`config.mk`:
```
export PLATFORM = sky130hd
export DESIGN_NAME = sram_burst_reader
export DESIGN_NICKNAME = d
export VERILOG_FILES = /design/src/rtl/sram_burst_reader_pkg.sv /design/src/rtl/stream_skid_fifo.sv /design/src/rtl/sram_burst_reader.sv
export SDC_FILE = /design/constraint.sdc
export NUM_CORES = 1
export LEC_CHECK = 0
export BUFFER_PORTS_ARGS = -buffer_cell sky130_fd_sc_hd__buf_2
export CORE_ASPECT_RATIO = 1.5
export CORE_UTILIZATION = 50
export DETAILED_ROUTE_END_ITERATION = 10
export GPL_TIMING_DRIVEN = 0
export MAX_ROUTING_LAYER = met4
export PLACE_DENSITY = 0.73
export SYNTH_ARGS = -nofsm -noshare
export SYNTH_HDL_FRONTEND = slang
export SYNTH_SLANG_ARGS = --single-unit
```
`constraint.sdc`:
```
create_clock -name clock -period 7.9 [get_ports clock]
set_input_delay 1.58 -clock clock [delete_from_list [all_inputs] [get_ports clock]]
set_output_delay 1.58 -clock clock [all_outputs]
set_load 0.05 [all_outputs]
```
`src/rtl/sram_burst_reader_pkg.sv`:
```
// Shared definitions for the SRAM burst reader: FSM encoding, skid-buffer
// depth and the occupancy projection used by the read-issue logic.
package sram_burst_reader_pkg;

  typedef enum logic [1:0] {
    ST_IDLE  = 2'd0,
    ST_READ  = 2'd1,
    ST_DRAIN = 2'd2
  } state_t;

  // Number of words the output skid buffer can hold.
  localparam int unsigned SKID_DEPTH   = 2;
  // Width of the skid-buffer fill count (0..SKID_DEPTH).
  localparam int unsigned SKID_COUNT_W = 2;

  // Words that will be buffered or waiting on the SRAM data bus after the
  // coming edge, given this cycle's pop, capture and bus-pending outcome.
  function automatic logic [2:0] next_occupancy(
    input logic [1:0] count,
    input logic       pop,
    input logic       push,
    input logic       pending
  );
    logic [2:0] occ;
    occ = {1'b0, count} - {2'b00, pop} + {2'b00, push} + {2'b00, pending};
    return occ;
  endfunction

endpackage

```
`src/rtl/stream_skid_fifo.sv`:
```
// Two-entry valid/ready FIFO. The head entry is a register that drives the
// stream outputs directly, so data stays stable while the consumer stalls.
// The producer must not push when the FIFO is full and no pop happens.
module stream_skid_fifo
  import sram_burst_reader_pkg::*;
#(
  parameter int unsigned WIDTH = 9
) (
  input  logic                    i_clk,
  input  logic                    i_rst_n,
  input  logic                    i_push,
  input  logic [WIDTH-1:0]        i_push_data,
  input  logic                    i_ready,
  output logic                    o_valid,
  output logic [WIDTH-1:0]        o_data,
  output logic [SKID_COUNT_W-1:0] o_count
);

  logic [WIDTH-1:0] r_head_data;
  logic [WIDTH-1:0] r_tail_data;
  logic             r_head_valid;
  logic             r_tail_valid;
  logic             w_pop;

  assign w_pop   = r_head_valid & i_ready;
  assign o_valid = r_head_valid;
  assign o_data  = r_head_data;
  assign o_count = {1'b0, r_head_valid} + {1'b0, r_tail_valid};

  // Head always holds the oldest word; the tail only fills when the head is occupied.
  always_ff @(posedge i_clk or negedge i_rst_n) begin
    if (!i_rst_n) begin
      r_head_data  <= '0;
      r_tail_data  <= '0;
      r_head_valid <= 1'b0;
      r_tail_valid <= 1'b0;
    end else begin
      if (w_pop) begin
        if (r_tail_valid) begin
          r_head_data  <= r_tail_data;
          r_head_valid <= 1'b1;
          r_tail_valid <= i_push;
          if (i_push) begin
            r_tail_data <= i_push_data;
          end
        end else begin
          r_head_valid <= i_push;
          if (i_push) begin
            r_head_data <= i_push_data;
          end
        end
      end else if (i_push) begin
        if (!r_head_valid) begin
          r_head_data  <= i_push_data;
          r_head_valid <= 1'b1;
        end else if (!r_tail_valid) begin
          r_tail_data  <= i_push_data;
          r_tail_valid <= 1'b1;
        end
      end
    end
  end

endmodule

```
`src/rtl/sram_burst_reader.sv`:
```
// Burst reader for one port of a synchronous SRAM. Issues sequential reads,
// absorbs the one-cycle read latency and presents the words as a valid/ready
// stream at one word per cycle when the consumer never stalls.
//
// Read pipeline: an issued address sits in r_addr ("address stage"); one edge
// later its data is on sramDataIn ("bus stage"). While no new address is issued
// the SRAM keeps returning the same word, so a bus-stage word that cannot be
// captured yet simply waits there without being lost.
module sram_burst_reader
  import sram_burst_reader_pkg::*;
#(
  parameter int unsigned nrOfAddressBits = 12,
  parameter int unsigned nrOfDataBits    = 8,
  parameter int unsigned nrOfLengthBits  = 12
) (
  input  logic                       clock,
  input  logic                       reset,
  input  logic                       startIn,
  input  logic [nrOfAddressBits-1:0] baseAddressIn,
  input  logic [nrOfLengthBits-1:0]  burstLengthIn,
  output logic                       busyOut,
  output logic                       doneOut,
  output logic [nrOfAddressBits-1:0] sramAddressOut,
  output logic                       sramWriteEnableOut,
  input  logic [nrOfDataBits-1:0]    sramDataIn,
  output logic [nrOfDataBits-1:0]    streamDataOut,
  output logic                       streamValidOut,
  output logic                       streamLastOut,
  input  logic                       streamReadyIn
);

  state_t                      r_state;
  logic [nrOfAddressBits-1:0]  r_addr;
  logic [nrOfLengthBits-1:0]   r_issue_left;
  logic                        r_a_valid;
  logic                        r_a_last;
  logic                        r_d_valid;
  logic                        r_d_last;
  logic                        r_busy;
  logic                        r_done;

  logic                        w_fifo_valid;
  logic [nrOfDataBits:0]       w_fifo_data;
  logic [SKID_COUNT_W-1:0]     w_fifo_count;
  logic                        w_head_last;
  logic                        w_pop;
  logic                        w_capture;
  logic                        w_d_next;
  logic [2:0]                  w_occ_next;
  logic                        w_issue;

  assign sramAddressOut     = r_addr;
  assign sramWriteEnableOut = 1'b0;
  assign busyOut            = r_busy;
  assign doneOut            = r_done;
  assign streamValidOut     = w_fifo_valid;
  assign streamDataOut      = w_fifo_data[nrOfDataBits-1:0];
  assign streamLastOut      = w_fifo_data[nrOfDataBits];
  assign w_head_last        = w_fifo_data[nrOfDataBits];

  // Capture and issue decisions: a new read is only issued if every word it
  // could meet on the way into the buffer is guaranteed a free slot.
  always_comb begin
    w_pop      = w_fifo_valid & streamReadyIn;
    w_capture  = r_d_valid & ~((w_fifo_count == 2'(SKID_DEPTH)) & ~w_pop);
    w_d_next   = r_a_valid | (r_d_valid & ~w_capture);
    w_occ_next = next_occupancy(w_fifo_count, w_pop, w_capture, w_d_next);
    if (r_state == ST_READ) begin
      w_issue = (w_occ_next <= 3'(SKID_DEPTH));
    end else begin
      w_issue = 1'b0;
    end
  end

  // Burst FSM together with the address/bus pipeline tracking and status flags.
  always_ff @(posedge clock or negedge reset) begin
    if (!reset) begin
      r_state      <= ST_IDLE;
      r_addr       <= '0;
      r_issue_left <= '0;
      r_a_valid    <= 1'b0;
      r_a_last     <= 1'b0;
      r_d_valid    <= 1'b0;
      r_d_last     <= 1'b0;
      r_busy       <= 1'b0;
      r_done       <= 1'b0;
    end else begin
      r_d_valid <= w_d_next;
      if (r_a_valid) begin
        r_d_last <= r_a_last;
      end
      r_a_valid <= 1'b0;
      r_done    <= 1'b0;
      case (r_state)
        ST_IDLE: begin
          if (startIn) begin
            if (burstLengthIn != '0) begin
              r_addr       <= baseAddressIn;
              r_issue_left <= burstLengthIn - nrOfLengthBits'(1);
              r_a_valid    <= 1'b1;
              r_a_last     <= (burstLengthIn == nrOfLengthBits'(1));
              r_busy       <= 1'b1;
              if (burstLengthIn == nrOfLengthBits'(1)) begin
                r_state <= ST_DRAIN;
              end else begin
                r_state <= ST_READ;
              end
            end else begin
              r_done <= 1'b1;
            end
          end
        end
        ST_READ: begin
          if (w_issue) begin
            r_addr       <= r_addr + nrOfAddressBits'(1);
            r_issue_left <= r_issue_left - nrOfLengthBits'(1);
            r_a_valid    <= 1'b1;
            r_a_last     <= (r_issue_left == nrOfLengthBits'(1));
            if (r_issue_left == nrOfLengthBits'(1)) begin
              r_state <= ST_DRAIN;
            end
          end
        end
        ST_DRAIN: begin
          if (w_pop && w_head_last) begin
            r_done  <= 1'b1;
            r_busy  <= 1'b0;
            r_state <= ST_IDLE;
          end
        end
        default: begin
          r_busy  <= 1'b0;
          r_state <= ST_IDLE;
        end
      endcase
    end
  end

  stream_skid_fifo #(
    .WIDTH (nrOfDataBits + 1)
  ) u_skid (
    .i_clk       (clock),
    .i_rst_n     (reset),
    .i_push      (w_capture),
    .i_push_data ({r_d_last, sramDataIn}),
    .i_ready     (streamReadyIn),
    .o_valid     (w_fifo_valid),
    .o_data      (w_fifo_data),
    .o_count     (w_fifo_count)
  );

endmodule

```
==> impl_metrics.env, run 1 <==
export IMPL_start_util_pct=51.9
export IMPL_grt_max_degree=53
export IMPL_status="complete, no violations"
export IMPL_gr_usage_all_layers_pct=25.8
export IMPL_gr_total_overflow=0
export IMPL_cts_made_buffers=5
export IMPL_grt_first_pass_wirelength_um=12900
export IMPL_fin_setup_tns_ns=0
export IMPL_core_sq_mm=0.00613
export IMPL_grt_pass1_vias=2755
export IMPL_synth_mux_area_share_pct=8.49
export IMPL_synthFlopType="dfrtp_1"
export IMPL_yosys_register_bits=52
export IMPL_ctsRootBufferMaster="clkbuf_8"
export IMPL_die_y_um=99.7
export IMPL_p_int_uw=758
export IMPL_swShare_pct=50.3
export IMPL_ctsHtreeMaxLevel=2
export IMPL_peakVddDrop_v=0.000222
export IMPL_async_reset_ff_share_pct=100
export IMPL_fp_row_count=35
export IMPL_post_dp_hpwl_um=5820
export IMPL_synth_xor_area_share_pct=3.03
export IMPL_area_growth_syn_to_layout_pct=15.1
export IMPL_cts_clk_slew_worst_paths_ns=0.09
export IMPL_io_buffer_count=59
export IMPL_synth_edff_count=0
export IMPL_chipWidth_um=67.1
export IMPL_pre_cts_ws_ns=3.00
export IMPL_p_leak_uw=0.00163
export IMPL_dp_cells=473
export IMPL_synth_compound_area_share_pct=20.8
export IMPL_layout_drive_gt1_share_pct=22.4
export IMPL_hold_violations=0
export IMPL_crit_top_cell="ha_1"
export IMPL_cap_violations=0
export IMPL_slew_violations=0
export IMPL_rsz0062_at_grt="false"
export IMPL_utilization_pct=59.8
export IMPL_yosys_warnings=0
export IMPL_drt_iter0_markers=161
export IMPL_critPathKind="in -> reg"
export IMPL_holdBufCountCts=0
export IMPL_wirelength_um=8060
export IMPL_timing_final_ws_setup_ns=3.27
export IMPL_drtAntennaViolNets=0
export IMPL_p_per_area_mw_per_mm2=417
export IMPL_layout_commonest_cell="buf_2"
export IMPL_cts_sinks=52
export IMPL_cts_tree="built"
export IMPL_fin_cells=481
export IMPL_cts_max_path_buffers=2
export IMPL_worst_path_max_delay_cell="mux2i_1"
export IMPL_finalCritPeriodShare_pct=58.6
export IMPL_worstMarginPinSlew_ns=1.21
export IMPL_arrival_ns=4.82
export IMPL_required_ns=8.09
export IMPL_place_congestion=0.892
export IMPL_fin_nets=450
export IMPL_fin_skew_ns=0.00956
export IMPL_antenna_found_initial=0
export IMPL_layout_common_cells="buf_2 (62), dfrtp_1 (52), nand2_1 (40), o21ai_0 (20), nor2_1 (16)"
export IMPL_fmax_mhz=216
export IMPL_synthCells=340
export IMPL_vias_per_cell=6.15
export IMPL_vias=2956
export IMPL_p_seq_share_pct=31.1
export IMPL_synth_top_family_by_area="compound AO/OA/AOI/OAI gates"
export IMPL_path_cells="buf_2 -> nand2_1 -> inv_1 -> ha_1 -> nand2b_1 -> a21oi_1 -> nor2_1 -> ha_1 -> or3b_1 -> mux2i_1 -> nor2_2 -> a221o_1"
export IMPL_setup_violations=0
export IMPL_synthSimpleGateAreaFrac_pct=19.8
export IMPL_route_detailed_drc=0
export IMPL_clk_insertion_delay_late_ns=0.31
export IMPL_postSynthAreaPerCell_sq_um=9.36
export IMPL_pwr_share_comb_pct=58.5
export IMPL_cts_resized=0
export IMPL_dr_pass1_iters=5
export IMPL_die_area_sq_mm=0.00669
export IMPL_layout_min_cycle_time_ns=4.63
export IMPL_routedWlPerCell_um=16.8
export IMPL_yosys_area_share_adder_pct=3.15
export IMPL_slowest_delay_ns=0.61
export IMPL_diodes=0
export IMPL_cts_setup_buffers=0
export IMPL_endpoint_kind="flop"
export IMPL_hold_class="reg -> reg"
export IMPL_ioPinCount=61
export IMPL_cp_start_kind="primary input"
export IMPL_synth_fp_nets=384
export IMPL_synth_cell_type_count=55
export IMPL_slew_headroom_pct=18.7
export IMPL_hold_slack_ns=0.480
export IMPL_critPathMaxFanout=8
export IMPL_synth_area_sq_mm=0.00318
export IMPL_switchingPower_uw=768
export IMPL_pwr_share_clk_pct=10.5
export IMPL_yosysSeqAreaShare_pct=40.9
-- path summary, 6_finish.rpt --
check | start | end | slack, ns | cells past startpoint
max | streamReadyIn | r_issue_left[3]$_DFFE_PN0P_ | 3.27 | 12
min | u_skid.o_data[0]$_DFFE_PN0P_ | u_skid.o_data[0]$_DFFE_PN0P_ | 0.48 | 2
max reg2reg | u_skid.o_valid$_DFFE_PN0P_ | r_issue_left[3]$_DFFE_PN0P_ | 4.13 | 11
min reg2reg | u_skid.o_data[0]$_DFFE_PN0P_ | u_skid.o_data[0]$_DFFE_PN0P_ | 0.48 | 2
max in group asynchronous | reset | r_issue_left[8]$_DFFE_PN0P_ | 5.69 | 1
min in group asynchronous | reset | doneOut$_DFF_PN0_ | 1.51 | 1
-- final cells by class --
| cell class | instances | area, sq um |
|---|---|---|
| Tap cell | 74 | 92.6 |
| Buffer | 17 | 86.3 |
| Multi-Input combinational cell | 262 | 1760 |
| Clock inverter | 1 | 7.51 |
| Timing Repair Buffer | 59 | 295 |
| Clock buffer | 7 | 86.3 |
| Sequential cell | 52 | 1300 |
| Fill cell | 547 | 2470 |
| Inverter | 9 | 33.8 |
-- layer usage --
metal	wire length, um	up-vias	track usage, %	part of all wire [%]
met5	0	-	-	0
met4	221	0	9.66	2.7
met3	394	17	3.90	4.9
met2	4150	99	43.7	52
met1	3290	1425	30.0	41
li1	-	1415	-	-
-- worst max-delay path: cells and delay by family --
kind	cells	cell delay [ns]
and+or+nand+nor	5	1.03
buffers and inverters	2	0.21
adders and majority gates	2	0.63
AOI/OAI and AO/OA	2	0.75
muxes	1	0.61
-- power by group through the flow --
stage / logic (uW) / registers [uW] / clock network, uW
after CTS: 890 / 472 / 164
after global placement: 872 / 472 / 0
after global routing: 967 / 491 / 172
final: 893 / 474 / 160
after floorplan: 513 / 629 / 0
after detailed placement: 888 / 478 / 0
-- flip-flops by register name (all words and copies together) (netlist names) --
register,count
r_d_valid,1
sramAddressOut,12
r_state,2
r_d_last,1
r_issue_left,12
r_a_last,1
u_skid.r_tail_valid,1
u_skid.o_valid,1
busyOut,1
u_skid.o_data,9
doneOut,1
u_skid.r_tail_data,9
r_a_valid,1
-- logic make-up (layout without fill, tap and decap cells) --
kind of cell,count (synthesis),after routing
other cells,1,1
buf+inv,26,93
simple gates,124,124
flops,52,52
compound gates,93,93
fa+ha+maj,8,8
xor+xnor,11,11
mux,25,25
-- Yosys cell counts, types with 2 or more instances --
master,number,area share (%)
ha_1,8,3.1
nand3b_1,4,0.94
mux2i_1,12,3.8
a311oi_1,2,0.55
nand4_1,5,0.98
o21ai_0,20,3.1
a221oi_1,2,0.55
o22ai_1,2,0.39
or4_1,3,0.71
nor3_1,10,1.6
buf_2,3,0.47
nor3b_1,2,0.47
a221o_1,2,0.63
dfrtp_1,52,41
nor2b_1,2,0.39
a32o_1,3,0.94
inv_1,8,0.94
and2_1,2,0.39
and4_1,2,0.55
and3_1,6,1.2
o221ai_1,7,1.9
buf_6,2,0.71
xor2_1,2,0.55
nand2_1,40,4.7
o211ai_1,9,2.1
nand3_1,15,2.4
xnor2_1,9,2.5
a21oi_1,15,2.4
a211o_1,4,1.1
a22oi_1,2,0.47
mux2_2,12,4.2
a211oi_1,13,3.1
nor4_1,8,1.6
o311ai_0,2,0.55
a31oi_1,2,0.39
nand2b_1,5,0.98
clkbuf_1,10,1.2
nor2_1,16,1.9
-- metrics by stage --
| step | total power, uW | instance area (sq um) |
|---|---|---|
| after CTS | 1530 | 3660 |
| after floorplan | 1140 | 3180 |
| after detailed placement | 1370 | 3570 |
| final | 1530 | 3660 |
| after global routing | 1630 | 3660 |
| after global placement | 1340 | 3570 |
Power figures use the tool's default switching activity.
==> run 2, diff against run 1 <==
--- a/config.mk
+++ b/config.mk
@@ -5,13 +5,14 @@
 export SDC_FILE = /design/constraint.sdc
 export NUM_CORES = 1
 export LEC_CHECK = 0
+export ABC_AREA = 1
 export BUFFER_PORTS_ARGS = -buffer_cell sky130_fd_sc_hd__buf_2
 export CORE_ASPECT_RATIO = 1.5
 export CORE_UTILIZATION = 50
 export DETAILED_ROUTE_END_ITERATION = 10
 export GPL_TIMING_DRIVEN = 0
 export MAX_ROUTING_LAYER = met4
-export PLACE_DENSITY = 0.73
+export PLACE_DENSITY = 0.76
 export SYNTH_ARGS = -nofsm -noshare
 export SYNTH_HDL_FRONTEND = slang
 export SYNTH_SLANG_ARGS = --single-unit
==> constraint.sdc (replaced) <==
create_clock -name clock -period 4.16 [get_ports clock]
set_input_delay 0.832 -clock clock [delete_from_list [all_inputs] [get_ports clock]]
set_output_delay 0.832 -clock clock [all_outputs]
set_load 0.05 [all_outputs]
==> run 2 against run 1 <==
Synthesized area increased by 6.2%. Power increased by 130%. Highest routed layer unchanged. Sequential power increased by 97%. Synthesized cell count increased by 37%. Flip-flop and latch count unchanged. Via count increased by 6.6%. Setup slack got worse by 2.0 ns. Clock-buffer cell count decreased by 1. Final area increased by 6.2%. Die area increased by 6.0%.
==> impl_metrics.env, run 2 <==
export IMPL_core_sq_mm=0.00653
export IMPL_post_dp_hpwl_um=5890
export IMPL_ctsHtreeMaxLevel=2
export IMPL_ioPinCount=61
export IMPL_grt_pass1_vias=2949
export IMPL_hold_violations=0
export IMPL_synth_area_sq_mm=0.00338
export IMPL_hold_depth=2
export IMPL_worstMarginPinSlew_ns=1.15
export IMPL_slew_violations=0
export IMPL_vias=3151
export IMPL_cts_setup_buffers=0
export IMPL_start_util_pct=51.7
export IMPL_layout_min_cycle_time_ns=2.90
export IMPL_antenna_found_initial=0
export IMPL_required_ns=4.40
export IMPL_status="complete, no violations"
export IMPL_slew_headroom_pct=23.5
export IMPL_yosys_register_bits=52
export IMPL_cts_clk_slew_worst_paths_ns=0.09
export IMPL_diodes=0
export IMPL_chipWidth_um=69.1
export IMPL_yosysMostFrequentCell="nand2_1"
export IMPL_pwr_share_comb_pct=63.1
export IMPL_fin_nets=576
export IMPL_rsz0062_at_grt="false"
export IMPL_synth_cell_type_count=38
export IMPL_fin_skew_ns=0.00770
export IMPL_layout_common_cells="nand2_1 (176), buf_2 (63), dfrtp_1 (52), nor2_1 (50), inv_1 (33)"
export IMPL_fin_setup_tns_ns=0
export IMPL_async_reset_ff_share_pct=100
export IMPL_peakVddDrop_v=0.000388
export IMPL_dr_pass1_iters=5
export IMPL_route_detailed_drc=0
export IMPL_grt_first_pass_wirelength_um=12900
export IMPL_multi_input_area_sq_mm=0.00185
export IMPL_cts_tree="built"
export IMPL_yosys_warnings=0
export IMPL_rr_worst_depth=16
export IMPL_gr_usage_all_layers_pct=23.4
export IMPL_cap_violations=0
export IMPL_cts_sinks=52
export IMPL_p_per_area_mw_per_mm2=903
export IMPL_ctsRootBufferMaster="clkbuf_8"
export IMPL_wirelength_um=7680
export IMPL_clk_insertion_delay_late_ns=0.30
export IMPL_place_congestion=0.876
export IMPL_fin_cells=609
export IMPL_grt_max_degree=53
export IMPL_swShare_pct=52.0
export IMPL_layout_drive_gt1_share_pct=21.2
export IMPL_startpoint="streamReadyIn"
export IMPL_cp_start_kind="primary input"
export IMPL_vias_per_cell=5.17
export IMPL_yosys_area_top_type_share_pct=38.5
export IMPL_yosysSeqAreaShare_pct=38.5
export IMPL_timing_final_ws_setup_ns=1.26
export IMPL_critPathMaxFanout=10
export IMPL_critPathKind="in -> reg"
export IMPL_yosysTopAreaCell="dfrtp_1"
export IMPL_finalCritPeriodShare_pct=69.6
export IMPL_reg2reg_slack_ns=1.44
export IMPL_cts_max_path_buffers=2
export IMPL_fill_cells=630
export IMPL_io_buffer_count=59
export IMPL_holdPathEnd="r_a_last$_DFFE_PN0P_"
export IMPL_p_leak_uw=0.00205
export IMPL_seqCellArea_sq_mm=0.00130
export IMPL_synthCells=466
export IMPL_p_int_uw=1690
export IMPL_synthFlopType="dfrtp_1"
export IMPL_routedWlPerCell_um=12.6
export IMPL_die_area_sq_mm=0.00710
export IMPL_p_seq_share_pct=26.6
export IMPL_synth_fp_nets=510
export IMPL_drtAntennaViolNets=0
export IMPL_worstHoldStart="r_a_last$_DFFE_PN0P_"
export IMPL_switchingPower_uw=1830
export IMPL_reg2reg_from="u_skid.o_valid$_DFFE_PN0P_"
export IMPL_area_growth_syn_to_layout_pct=15.1
export IMPL_die_y_um=103
export IMPL_utilization_pct=59.6
export IMPL_postSynthAreaPerCell_sq_um=7.25
export IMPL_pre_cts_ws_ns=0.932
export IMPL_hold_class="reg -> reg"
export IMPL_layout_commonest_cell="nand2_1"
export IMPL_rr_endpoint="r_issue_left[8]$_DFFE_PN0P_"
export IMPL_synth_edff_count=0
export IMPL_synthTopCellsByCount="nand2_1 (176), dfrtp_1 (52), nor2_1 (50)"
export IMPL_fmax_mhz=345
export IMPL_gr_total_overflow=0
export IMPL_holdBufCountCts=0
export IMPL_cts_resized=0
export IMPL_drt_iter0_markers=152
export IMPL_synth_area_leaders="dfrtp_1 (39%), nand2_1 (20%), nor2_1 (5.6%)"
export IMPL_cts_made_buffers=5
export IMPL_dp_cells=601
export IMPL_setup_violations=0
export IMPL_arrival_ns=3.14
export IMPL_pwr_share_clk_pct=10.3
export IMPL_fp_row_count=36
export IMPL_endpoint_kind="flop"
==> run 2: cell count changes after synthesis, moves of 10 or more <==
cell and change:
a211oi_1 -13, a21oi_1 -11, a31oi_1 +11, inv_1 +25
mux2i_1 -11, nand2_1 +136, nand2_2 +10, nand3_1 +16
nor2_1 +34
==> run 2: worst max-delay path, cell delays in order <==
cell	delay, ns
buf_2	0.11
nand2_2	0.08
inv_1	0.14
clkbuf_1	0.35
ha_1	0.31
nand3b_2	0.22
nand2_1	0.08
inv_1	0.04
ha_1	0.16
inv_1	0.06
nand3_1	0.14
nand3_1	0.12
nand2_1	0.08
nand2_4	0.13
buf_6	0.16
nand2_1	0.06
nand2_1	0.06
==> run 2: area by class of cell <==
| class | instances | share of cell area, % |
|---|---|---|
| plain buffers | 14 | 2.44 |
| clock buffers | 6 | 2.12 |
| clock inverters | 2 | 0.997 |
| inverters | 35 | 3.38 |
| multi-input cells | 365 | 47.6 |
| flip-flops and latches | 52 | 33.5 |
| well taps | 76 | 2.44 |
| repair buffers | 59 | 7.59 |
==> run 2: worst max-delay path by stage <==
stage,to,cells past startpoint
6_report,r_issue_left[8]$_DFFE_PN0P_,17
3_5_place_dp,sramAddressOut[2]$_DFFE_PN0P_,17
4_1_cts,sramAddressOut[2]$_DFFE_PN0P_,17
5_1_grt,sramAddressOut[3]$_DFFE_PN0P_,17
3_3_place_gp,sramAddressOut[2]$_DFFE_PN0P_,17
2_1_floorplan,sramAddressOut[0]$_DFFE_PN0P_,17
==> run 2: routing by layer <==
| layer | global-route usage (%) | up-vias | share of wire, % |
|---|---|---|---|
| li1 | - | 1620 | - |
| met3 | 3.52 | 6 | 4.4 |
| met5 | - | - | 0 |
| met1 | 24.9 | 1450 | 40 |
| met4 | 7.54 | 0 | 0.87 |
| met2 | 44.2 | 75 | 55 |
==> run 2: power by group through the flow <==
stage	clock, uW	sequential [uW]	combinational, uW
after floorplan	0	1230	1430
after global placement	0	930	2190
after detailed placement	0	939	2230
after CTS	374	930	2240
after global routing	391	966	2480
final	363	934	2220
==> run 2: cells by family (layout without fill, tap and decap cells) <==
family	after synthesis	after routing	share of synthesized area (%)
fa+ha+maj	8	8	2.96
flops	52	52	38.5
buf+inv	49	116	6.70
compound gates	48	48	8.96
other cells	1	1	0.111
simple gates	287	287	36.7
mux	9	9	2.96
xor+xnor	12	12	3.11
==> run 2: metrics by stage <==
stage	power, uW	hold slack [ns]	area (sq um)
6_report	3510	0.485	3890
5_1_grt	3830	0.515	3890
4_1_cts	3540	0.491	3890
3_5_place_dp	3170	0.466	3770
3_3_place_gp	3120	0.465	3770
2_1_floorplan	2670	0.449	3380
==> run 3, diff against run 2 <==
==> constraint.sdc (replaced) <==
create_clock -name clock -period 2.37 [get_ports clock]
set_input_delay 0.474 -clock clock [delete_from_list [all_inputs] [get_ports clock]]
set_output_delay 0.474 -clock clock [all_outputs]
set_load 0.05 [all_outputs]
==> run 3 against run 2 <==
Final area is 3.0% higher. Sequential power up 78%. Sequential share of layout area shrank 0.91 points. Clock-buffer cell count unchanged. Clock skew decreased by 0.0040 ns. Global-route usage up 0.66 points. Register-to-register slack got worse by 1.3 ns. Setup slack got worse by 1.1 ns. First-iteration DRC count down 13%. Largest cell class unchanged. Largest power group unchanged. Highest routed layer unchanged.
==> impl_metrics.env, run 3 (same netlist as run 2, synthesis figures left out) <==
export IMPL_crit_top_cell="nand2_1"
export IMPL_fmax_mhz=444
export IMPL_antenna_found_initial=0
export IMPL_vias_per_cell=5.25
export IMPL_grt_busiest_layer="met2"
export IMPL_chipWidth_um=69.1
export IMPL_vias=3231
export IMPL_worst_path_max_delay_cell="dfrtp_2"
export IMPL_p_per_area_mw_per_mm2=1620
export IMPL_layout_min_cycle_time_ns=2.25
export IMPL_route_detailed_drc=0
export IMPL_layout_drive_gt1_share_pct=24.3
export IMPL_layout_common_cells="nand2_1 (174), buf_2 (63), nor2_1 (50), dfrtp_1 (50), inv_1 (30)"
export IMPL_critPathMaxFanout=5
export IMPL_io_buffer_count=59
export IMPL_arrival_ns=2.46
export IMPL_wirelength_um=7940
export IMPL_fin_setup_tns_ns=0
export IMPL_cts_made_buffers=5
export IMPL_slew_headroom_pct=24.7
export IMPL_status="complete, no violations"
export IMPL_cts_tree="built"
export IMPL_peakVddDrop_v=0.000654
export IMPL_grt_pass1_vias=3109
export IMPL_diodes=0
export IMPL_die_y_um=103
export IMPL_dr_pass1_iters=4
export IMPL_p_leak_uw=0.00210
export IMPL_worstMarginPinSlew_ns=1.13
export IMPL_use_met2_pct=44.4
export IMPL_cts_max_path_buffers=2
export IMPL_fp_row_count=36
export IMPL_path_cells="ha_4 -> inv_2 -> ha_4 -> nand3b_4 -> nand2_1 -> inv_1 -> ha_1 -> inv_2 -> nand2_2 -> nand2_4 -> nand3_2 -> nand2_2 -> nand2_4 -> buf_4 -> nand2_1 -> nand2_1"
export IMPL_drt_iter0_markers=133
export IMPL_die_area_sq_mm=0.00710
export IMPL_fill_cells=628
export IMPL_hold_class="in -> async"
export IMPL_slowest_delay_ns=0.47
export IMPL_core_sq_mm=0.00653
export IMPL_grt_first_pass_wirelength_um=13400
export IMPL_ctsHtreeMaxLevel=2
export IMPL_gr_usage_all_layers_pct=24.0
export IMPL_cts_clk_slew_worst_paths_ns=0.10
export IMPL_cap_violations=0
export IMPL_required_ns=2.57
export IMPL_start_util_pct=51.7
export IMPL_fin_skew_ns=0.00374
export IMPL_cp_start_kind="flop"
export IMPL_critPathKind="reg -> reg"
export IMPL_cts_sinks=52
export IMPL_layout_commonest_cell="nand2_1"
export IMPL_gr_usage_met1_pct=25.3
export IMPL_grt_max_degree=53
export IMPL_routedWlPerCell_um=12.9
export IMPL_grt_util_met3_pct=3.71
export IMPL_fin_nets=582
export IMPL_setup_violations=0
export IMPL_ctsRootBufferMaster="clkbuf_8"
export IMPL_holdBufCountCts=0
export IMPL_hold_slack_ns=0.381
export IMPL_place_congestion=0.871
export IMPL_utilization_pct=61.3
export IMPL_ioPinCount=61
export IMPL_post_dp_hpwl_um=5910
export IMPL_hold_violations=0
export IMPL_gr_total_overflow=0
export IMPL_area_growth_syn_to_layout_pct=18.6
export IMPL_drtAntennaViolNets=0
export IMPL_finalCritPeriodShare_pct=95.0
export IMPL_slew_violations=0
export IMPL_endpoint_kind="flop"
export IMPL_clk_insertion_delay_late_ns=0.30
==> run 3: cell types whose count changed in the layout (fill, tap and decap cells not counted), sizes merged <==
cell | before | now
clkbuf | 10 | 9
buf | 69 | 76
==> run 3: worst max-delay path, delay by kind of cell (launching register included) <==
family	cells	cell delay, ns
simple gates	9	0.72
flops	1	0.47
buf+inv	4	0.31
fa+ha+maj	3	0.66
==> run 3: final cells by class <==
type                    instances  area (sq um)  area share [%]
multi-input cells             365          1910            47.7
flip-flops and latches         52          1300            32.5
repair buffers                 66           348            8.68
inverters                      35           134            3.34
plain buffers                  13          95.1            2.37
well taps                      76          95.1            2.37
clock buffers                   6          82.6            2.06
clock inverters                 2          38.8           0.968
==> run 3: layer usage <==
layer / part of all wire, % / vias to the layer above / wire, um
met5: 0 / - / 0
met3: 3.5 / 18 / 277
met4: 2.3 / 0 / 185
met1: 40 / 1497 / 3190
met2: 54 / 77 / 4290
li1: - / 1639 / -
==> run 3: worst paths after layout <==
check                                           start                                 to  slack [ns]  cells past startpoint
max                        u_skid.o_valid$_DFFE_PN0P_        r_issue_left[2]$_DFFE_PN0P_        0.12                     16
min                                             reset                r_d_valid$_DFF_PN0_        0.38                      1
max reg2reg                u_skid.o_valid$_DFFE_PN0P_        r_issue_left[2]$_DFFE_PN0P_        0.12                     16
min reg2reg                      r_a_last$_DFFE_PN0P_               r_a_last$_DFFE_PN0P_        0.50                      2
max in group asynchronous                       reset         u_skid.o_valid$_DFFE_PN0P_        1.24                      1
min in group clock                      sramDataIn[7]  u_skid.r_tail_data[7]$_DFFE_PN0P_        0.42                      2
==> run 3: power breakdown <==
part / total [uW] / switching, uW / internal (uW)
logic: 4200 / 2690 / 1510
clock network: 648 / 302 / 346
registers: 1660 / 360 / 1300
total: 6510 / 3360 / 3150
==> run 3: repair_timing <==
action / 4_1_cts / 5_1_grt
buffers inserted: 2 / 5
setup endpoints to repair: 19 / 25
pin swaps: 1 / 2
gates resized for setup: 3 / 11
gates cloned: 0 / 0
==> run 3: through the flow <==
stage / total power, uW / area [sq um] / setup slack [ns] / instances
4_1_cts: 6380 / 3950 / 0.0440 / 611
3_3_place_gp: 5510 / 3790 / -0.160 / 601
5_1_grt: 7080 / 4010 / -0.0102 / 615
2_1_floorplan: 4720 / 3400 / 0.0248 / 466
3_5_place_dp: 5610 / 3790 / -0.203 / 601
6_report: 6510 / 4010 / 0.117 / 615
